===== config.mk =====
export PLATFORM = sky130hd
export DESIGN_NAME = pwm_multi_channel
export DESIGN_NICKNAME = d
export VERILOG_FILES = /design/src/rtl/pwm_multi_channel.sv
export SDC_FILE = /design/constraint.sdc
export NUM_CORES = 1
export LEC_CHECK = 0
export CAP_MARGIN = 20
export CORE_ASPECT_RATIO = 1.25
export CORE_MARGIN = 8
export CORE_UTILIZATION = 56
export CTS_CLUSTER_DIAMETER = 60
export DETAILED_ROUTE_END_ITERATION = 8
export DONT_BUFFER_PORTS = 1
export PLACE_DENSITY_LB_ADDON = 0.05
export SYNTH_ARGS = -nofsm -noshare
export SYNTH_HDL_FRONTEND = slang
export SYNTH_SLANG_ARGS = --single-unit

===== constraint.sdc =====
create_clock -name wb_clk_i -period 6.7 [get_ports wb_clk_i]
set_clock_uncertainty 0.05 [all_clocks]
set_input_delay 1.34 -clock wb_clk_i [delete_from_list [all_inputs] [get_ports wb_clk_i]]
set_output_delay 1.34 -clock wb_clk_i [all_outputs]
set_load 0.1 [all_outputs]

===== src/rtl/pwm_multi_channel.sv =====
// Wishbone-programmable multi-channel PWM: one prescaled period counter shared by
// NUM_CH duty comparators, edge/center alignment, shadowed period/duty, wrap IRQ.
module pwm_multi_channel #(
    parameter int unsigned NUM_CH    = 4,
    parameter int unsigned CNT_W     = 16,
    parameter int unsigned PRESC_W   = 8,
    parameter logic [31:0] BASE_ADDR = 32'h3000_0000
) (
    input  logic              wb_clk_i,
    input  logic              wb_rst_i,
    input  logic              wbs_stb_i,
    input  logic              wbs_cyc_i,
    input  logic              wbs_we_i,
    input  logic [3:0]        wbs_sel_i,
    input  logic [31:0]       wbs_adr_i,
    input  logic [31:0]       wbs_dat_i,
    output logic              wbs_ack_o,
    output logic [31:0]       wbs_dat_o,
    output logic [NUM_CH-1:0] pwm_o,
    output logic [NUM_CH-1:0] pwm_oeb,
    output logic              irq_o
);
    typedef enum logic {DIR_UP, DIR_DOWN} dir_e;

    logic [2:0]         ctrl_q, ctrl_d;
    logic [CNT_W-1:0]   period_q, period_d, period_act_q, period_act_d;
    logic [PRESC_W-1:0] presc_q, presc_d, presc_cnt_q, presc_cnt_d;
    logic               wrap_q, wrap_d;
    logic [CNT_W-1:0]   duty_q [NUM_CH];
    logic [CNT_W-1:0]   duty_d [NUM_CH];
    logic [CNT_W-1:0]   duty_act_q [NUM_CH];
    logic [CNT_W-1:0]   duty_act_d [NUM_CH];
    logic [NUM_CH-1:0]  pol_q, pol_d, chen_q, chen_d;
    logic [NUM_CH-1:0]  pwm_q, pwm_d, oeb_q, oeb_d;
    logic               center_act_q, center_act_d;
    logic [CNT_W-1:0]   cnt_q, cnt_d;
    dir_e               dir_q, dir_d;
    logic               ack_q, ack_d;
    logic [31:0]        dat_q, dat_d;

    logic        en, hit, acc, wr, tick, bnd;
    logic [5:0]  idx;
    logic [31:0] rdata;
    logic        unused_bits;

    assign en          = ctrl_q[0];
    assign idx         = wbs_adr_i[7:2];
    assign hit         = wbs_cyc_i & wbs_stb_i & (wbs_adr_i[31:8] == BASE_ADDR[31:8]);
    assign acc         = hit & ~ack_q;
    assign wr          = acc & wbs_we_i;
    assign unused_bits = ^{wbs_sel_i, wbs_adr_i[1:0], wbs_dat_i};

    always_comb begin
        rdata = '0;
        case (idx)
            6'd0:    rdata[2:0]         = ctrl_q;
            6'd1:    rdata[CNT_W-1:0]   = period_q;
            6'd2:    rdata[PRESC_W-1:0] = presc_q;
            6'd3:    rdata[0]           = wrap_q;
            6'd12:   rdata[NUM_CH-1:0]  = pol_q;
            6'd13:   rdata[NUM_CH-1:0]  = chen_q;
            default: ;
        endcase
        for (int unsigned i = 0; i < NUM_CH; i++) begin
            if (idx == 6'(i + 4)) rdata[CNT_W-1:0] = duty_q[i];
        end
    end

    always_comb begin
        ack_d    = acc;
        dat_d    = acc ? rdata : '0;
        ctrl_d   = ctrl_q;
        period_d = period_q;
        presc_d  = presc_q;
        pol_d    = pol_q;
        chen_d   = chen_q;
        wrap_d   = wrap_q;
        for (int unsigned i = 0; i < NUM_CH; i++) duty_d[i] = duty_q[i];
        if (wr) begin
            case (idx)
                6'd0:    ctrl_d   = wbs_dat_i[2:0];
                6'd1:    period_d = wbs_dat_i[CNT_W-1:0];
                6'd2:    presc_d  = wbs_dat_i[PRESC_W-1:0];
                6'd3:    if (wbs_dat_i[0]) wrap_d = 1'b0;
                6'd12:   pol_d    = wbs_dat_i[NUM_CH-1:0];
                6'd13:   chen_d   = wbs_dat_i[NUM_CH-1:0];
                default: ;
            endcase
            for (int unsigned i = 0; i < NUM_CH; i++) begin
                if (idx == 6'(i + 4)) duty_d[i] = wbs_dat_i[CNT_W-1:0];
            end
        end
        // A boundary on the same edge as a W1C keeps WRAP set.
        if (bnd) wrap_d = 1'b1;
    end

    // Boundary: edge mode on the wrap tick, center mode on the tick leaving 0 downward.
    always_comb begin
        tick        = en & (presc_cnt_q == presc_q);
        presc_cnt_d = (!en || tick) ? '0 : presc_cnt_q + 1'b1;
        cnt_d       = cnt_q;
        dir_d       = dir_q;
        bnd         = 1'b0;
        if (!en) begin
            cnt_d = '0;
            dir_d = DIR_UP;
        end else if (tick) begin
            if (period_act_q == '0) begin
                cnt_d = '0;
                dir_d = DIR_UP;
                bnd   = 1'b1;
            end else if (!center_act_q) begin
                dir_d = DIR_UP;
                if (cnt_q >= period_act_q) begin
                    cnt_d = '0;
                    bnd   = 1'b1;
                end else begin
                    cnt_d = cnt_q + 1'b1;
                end
            end else if (dir_q == DIR_UP) begin
                if (cnt_q >= period_act_q) begin
                    dir_d = DIR_DOWN;
                    cnt_d = cnt_q - 1'b1;
                end else begin
                    cnt_d = cnt_q + 1'b1;
                end
            end else if (cnt_q == '0) begin
                dir_d = DIR_UP;
                cnt_d = CNT_W'(1);
                bnd   = 1'b1;
            end else begin
                cnt_d = cnt_q - 1'b1;
            end
        end
    end

    always_comb begin
        period_act_d = period_act_q;
        center_act_d = center_act_q;
        for (int unsigned i = 0; i < NUM_CH; i++) duty_act_d[i] = duty_act_q[i];
        if (!en || bnd) begin
            period_act_d = period_q;
            center_act_d = ctrl_q[1];
            for (int unsigned i = 0; i < NUM_CH; i++) duty_act_d[i] = duty_q[i];
        end
        for (int unsigned i = 0; i < NUM_CH; i++) begin
            pwm_d[i] = ((en & chen_q[i]) ? (cnt_q < duty_act_q[i]) : 1'b0) ^ pol_q[i];
        end
        oeb_d = ~chen_q;
    end

    always_ff @(posedge wb_clk_i) begin
        if (wb_rst_i) begin
            ctrl_q       <= '0;
            period_q     <= '0;
            period_act_q <= '0;
            presc_q      <= '0;
            presc_cnt_q  <= '0;
            wrap_q       <= 1'b0;
            pol_q        <= '0;
            chen_q       <= '0;
            pwm_q        <= '0;
            oeb_q        <= '1;
            center_act_q <= 1'b0;
            cnt_q        <= '0;
            dir_q        <= DIR_UP;
            ack_q        <= 1'b0;
            dat_q        <= '0;
            for (int unsigned i = 0; i < NUM_CH; i++) begin
                duty_q[i]     <= '0;
                duty_act_q[i] <= '0;
            end
        end else begin
            ctrl_q       <= ctrl_d;
            period_q     <= period_d;
            period_act_q <= period_act_d;
            presc_q      <= presc_d;
            presc_cnt_q  <= presc_cnt_d;
            wrap_q       <= wrap_d;
            pol_q        <= pol_d;
            chen_q       <= chen_d;
            pwm_q        <= pwm_d;
            oeb_q        <= oeb_d;
            center_act_q <= center_act_d;
            cnt_q        <= cnt_d;
            dir_q        <= dir_d;
            ack_q        <= ack_d;
            dat_q        <= dat_d;
            for (int unsigned i = 0; i < NUM_CH; i++) begin
                duty_q[i]     <= duty_d[i];
                duty_act_q[i] <= duty_act_d[i];
            end
        end
    end

    assign wbs_ack_o = ack_q;
    assign wbs_dat_o = dat_q;
    assign pwm_o     = pwm_q;
    assign pwm_oeb   = oeb_q;
    assign irq_o     = wrap_q & ctrl_q[2];

endmodule

## After elaboration in Yosys (flattened, before gate mapping)

Memories as Yosys holds them, arrays and structs flattened.
Index checks and enable logic that the tools add are counted.

| word-level totals | value |
|---|---|
| flip-flop bits (word level) | 119 |
| RAM bits | 128 |
| input bits | 73 |
| output and inout bits | 42 |
| word-level logic and storage cells | 132 |
| memories kept | 2 |

| operators by class | value |
|---|---|
| add/sub/neg operators | 3 |
| magnitude comparators | 5 |
| equality and inequality tests | 11 |
| multiplexer cells | 51 |
| bitwise operators | 26 |
| reductions and logical operators | 18 |

Memory list:

| name | words | width | rd ports | clocked after memory_dff | write ports | line | text |
|---|---|---|---|---|---|---|---|
| duty_act_q | 4 | 16 | 4 | 0 | 4 | 31 | `logic [CNT_W-1:0] duty_act_q [NUM_CH];` |
| duty_q | 4 | 16 | 4 | 0 | 4 | 29 | `logic [CNT_W-1:0] duty_q [NUM_CH];` |

Operators with widths:

| operator | count |
|---|---|
| $mux W16 | 22 |
| $mux W64 | 2 |
| $lt A16 B16 Y1 | 4 |
| $logic_not A16 Y1 | 2 |
| $eq A24 B22 Y1 const B | 1 |
| $eq A6 B3 Y1 const B | 4 |
| $mux W1 | 22 |
| $add A16 B1 Y16 const B | 1 |
| $ge A16 B16 Y1 | 1 |
| $sub A16 B1 Y16 const B | 1 |
| $eq A6 B2 Y1 const B | 2 |
| $eq A6 B4 Y1 const B | 2 |
| $and A1 B1 Y1 | 10 |
| $pmux W2 S5 | 1 |
| $reduce_and A2 Y1 | 5 |
| $add A8 B1 Y8 const B | 1 |
| $eq A8 B8 Y1 | 1 |
| $mux W8 | 1 |
| $or A1 B1 Y1 | 8 |
| $pmux W4 S2 | 1 |
| $eq A6 B1 Y1 const B | 1 |
| $logic_not A6 Y1 | 1 |
| $pmux W1 S6 | 1 |
| $reduce_bool A2 Y1 | 3 |
| 8 further kinds | 16 |

## Depth between registers and ports, before layout

| logic depth | value |
|---|---|
| depth in word-level cells | 10 |
| depth in mapped cells | 12 |
| gate-level depth less buffers | 9 |

## Worst setup path after synthesis

No wires, ideal clock.

| path | value |
|---|---|
| path kind | input to register |
| from | input port wbs_adr_i[27] |
| to | memory duty_q[2][10] |
| setup time | 128 ps |
| arrival | 3,266 ps |
| data required time | 6,522 ps |
| setup slack | 3,256 ps |
| stages | 8 |
| path buffers | 1 |
| cell sequence | nor4b_1 > nand4_1 > nor2_1 > nand2_1 > nor3_2 > buf_4 > mux2i_1 > nor2_1 |

RTL lines:

| what | line | text |
|---|---|---|
| start: declaration | 15 | `input logic [31:0] wbs_adr_i,` |
| end: declaration | 29 |  |

==> results.sh <==
export IMPL_synth_cell_area_um2=11900
export IMPL_multi_input_area_um2=6620
export IMPL_hold_violations=0
export IMPL_clockRootBuffer="clkbuf_16"
export IMPL_ys_seq_elements=231
export IMPL_ys_seq_area_share_pct=38.8
export IMPL_fmax_ghz=0.235
export IMPL_h_tree_depth=1
export IMPL_synth_most_common_cell="dfxtp_1"
export IMPL_p_total_mw=2.78
export IMPL_grt_max_degree=195
export IMPL_portBuffers=0
export IMPL_gp_congestion=0.918
export IMPL_drv_slew=0
export IMPL_setup_ws_ns=2.45
export IMPL_setup_viol=0
export IMPL_dieWidth_um=146
export IMPL_top_usage_layer="met2"
export IMPL_use_met3_pct=3.33
export IMPL_grt_usage_pct=25.5
export IMPL_vias_per_cell=5.88
export IMPL_fin_nets=1498
export IMPL_antenna_found_initial=0
export IMPL_synth_cells=1372
export IMPL_leakagePower_nw=5.20
export IMPL_final_setup_tns_ns=0
export IMPL_fin_util_pct=61.8
export IMPL_cts_tree="done"
export IMPL_num_rows=59
export IMPL_grt_pass1_vias=9162
export IMPL_rsz0062_at_grt="no"
export IMPL_dp_slack_ns=2.43
export IMPL_clock_latency_ns=0.54
export IMPL_period_needed_ns=4.25
export IMPL_routedWlPerCell_um=21.0
export IMPL_cts_hold_buffers=0
export IMPL_diodes=0
export IMPL_start_util_pct=57.2
export IMPL_netlist_top_cells_count="dfxtp_1 (231), nor2_1 (203), mux2i_1 (164)"
export IMPL_cp_max_fo=47
export IMPL_drc=0
export IMPL_crit_slowest_cell="dfxtp_1"
export IMPL_final_antenna_net_count=0
export IMPL_use_met2_pct=44.5
export IMPL_synth_edff_count=0
export IMPL_design_die_area_um2=26200
export IMPL_crit_required_ns=7.07
export IMPL_peakVddDrop_uv=194
export IMPL_syn_to_final_growth_pct=8.01
export IMPL_num_vias=9619
export IMPL_cap_viol_max_count=0
export IMPL_status="finished clean"
export IMPL_drt_pass1_iterations=5
export IMPL_critPathMaxStageDelay_ns=0.64
export IMPL_cp_num_buf_inv=3
export IMPL_critPathArrivalTime_ns=4.62
export IMPL_crit_path_end_kind="register"
export IMPL_yosysWarnings=0
export IMPL_synth_area_leaders="dfxtp_1 (39%), mux2i_1 (14%), ha_1 (8.4%)"
export IMPL_synthFlopType="dfxtp_1"
export IMPL_yosys_cell_types_count=69
export IMPL_cp_top_family="compound AO/OA/AOI/OAI gates"
export IMPL_async_flop_share_pct=0
export IMPL_first_iter_violations=826
export IMPL_coreArea_um2=20800
export IMPL_drt_total_wl_mm=34.4
export IMPL_final_seq_area_um2=4620
export IMPL_path_clk_slew_ns=0.06
export IMPL_worstMarginPinSlew_ns=1.09
export IMPL_cts_resized=0
export IMPL_post_cts_repair_setup_buffers=0
export IMPL_power_density_nw_per_um2=216
export IMPL_slew_headroom_pct=26.5
export IMPL_hpwl_mm=24.1
export IMPL_grt_first_pass_wirelength_mm=52.7
export IMPL_cts_sinks=231
export IMPL_num_io_pins=115
export IMPL_critPathLaunchType="register"
export IMPL_synth_top_cell_area_share_pct=38.8
export IMPL_path_cells="inv_1, ha_1, nand2b_1, a2111oi_2, o32ai_4, o311ai_0, nand3_4, buf_4, buf_16, mux2i_1, nor2_1"
export IMPL_nFillCells=1875
export IMPL_die_height_um=179
export IMPL_grt_overflow=0
export IMPL_synth_avg_cell_area_um2=8.68
export IMPL_period_share_pct=63.4
export IMPL_min_path_type="register to register"
export IMPL_synth_top_cell_by_area="dfxtp_1"
export IMPL_clockBufferDepth=3
export IMPL_met1_usage_pct=30.7
export IMPL_numCtsBuffers=24
export IMPL_final_layout_size_suffix_gt1_share_pct=5.80
export IMPL_path_class="register to register"
-- state kept, by name, summed over array words and instances (netlist names) --
| signal | count |
|---|---|
| center_act_q | 1 |
| chen_q | 4 |
| cnt_q | 16 |
| ctrl_q | 3 |
| dir_q | 1 |
| duty_act_q | 64 |
| duty_q | 64 |
| period_act_q | 16 |
| period_q | 16 |
| pol_q | 4 |
| presc_cnt_q | 8 |
| presc_q | 8 |
| pwm_o | 4 |
| pwm_oeb | 4 |
| wbs_ack_o | 1 |
| wbs_dat_o | 16 |
| wrap_q | 1 |
-- layout by cell type (no fill, tap or decap), types with 25 or more instances in the layout --
cell | netlist | final
dfxtp_1 | 231 | 231
nor2_1 | 203 | 203
mux2i_1 | 164 | 164
nand2_1 | 128 | 128
inv_1 | 87 | 87
a21oi_1 | 84 | 84
ha_1 | 80 | 80
o21ai_0 | 27 | 27
nand4_1 | 25 | 25
-- worst register-to-register path: cells and delay by family, from the launching register on --
kind | cells | cell delay, ns
compound gates | 3 | 1.35
mux | 1 | 0.25
buf+inv | 3 | 0.92
flops | 1 | 0.64
fa+ha+maj | 1 | 0.33
simple gates | 3 | 0.60
-- metal layers --
metal  vias up  part of all wire [%]
met3        89                   5.1
met1      4566                    41
li1       4703                     -
met5         -                     0
met2       261                    49
met4         0                   4.4
-- path summary, 6_finish.rpt --
| check | to | start | cells past startpoint | slack (ns) |
|---|---|---|---|---|
| worst max-delay path | duty_act_q[1][10] | cnt_q[0] | 11 | 2.45 |
| worst min register to register | wbs_dat_o[10] | period_q[10] | 2 | 0.42 |
| worst min-delay path | wbs_dat_o[10] | period_q[10] | 2 | 0.42 |
| worst max register to register | duty_act_q[1][10] | cnt_q[0] | 11 | 2.45 |
-- kinds of logic after synthesis --
group | synth area share (%)
fa+ha+maj | 8.41
xor+xnor | 1.68
compound gates | 12.1
flops | 38.8
simple gates | 18.5
buf+inv | 6.31
mux | 14.1
other cells | 0.0315
-- where the power goes --
| part | total [mW] | internal [mW] | switching (mW) | leakage, nW |
|---|---|---|---|---|
| clock network | 1.35 | 0.786 | 0.567 | 0.392 |
| registers | 1.37 | 1.37 | 0.00000000119 | 1.86 |
| logic | 0.0564 | 0.00771 | 0.0487 | 2.95 |
-- final cells by class --
cell class / count / share of cell area (%)
tap: 274 / 2.67
multi-input combinational: 984 / 51.5
clock buffer: 33 / 5.24
timing repair buffer: 17 / 1.15
clock inverter: 10 / 0.963
inverter: 87 / 2.54
sequential: 231 / 36.0
-- through the flow --
| step | instance area (µm²) | cells | hold WS [ns] |
|---|---|---|---|
| after floorplan | 12000 | 1387 | 0.345 |
| final | 12900 | 1636 | 0.418 |
| after detailed placement | 12000 | 1592 | 0.413 |
| after CTS | 12800 | 1635 | 0.420 |
| after global placement | 12000 | 1592 | 0.406 |
| after global routing | 12900 | 1636 | 0.441 |
No activity file was read; power rests on OpenSTA's default activity.
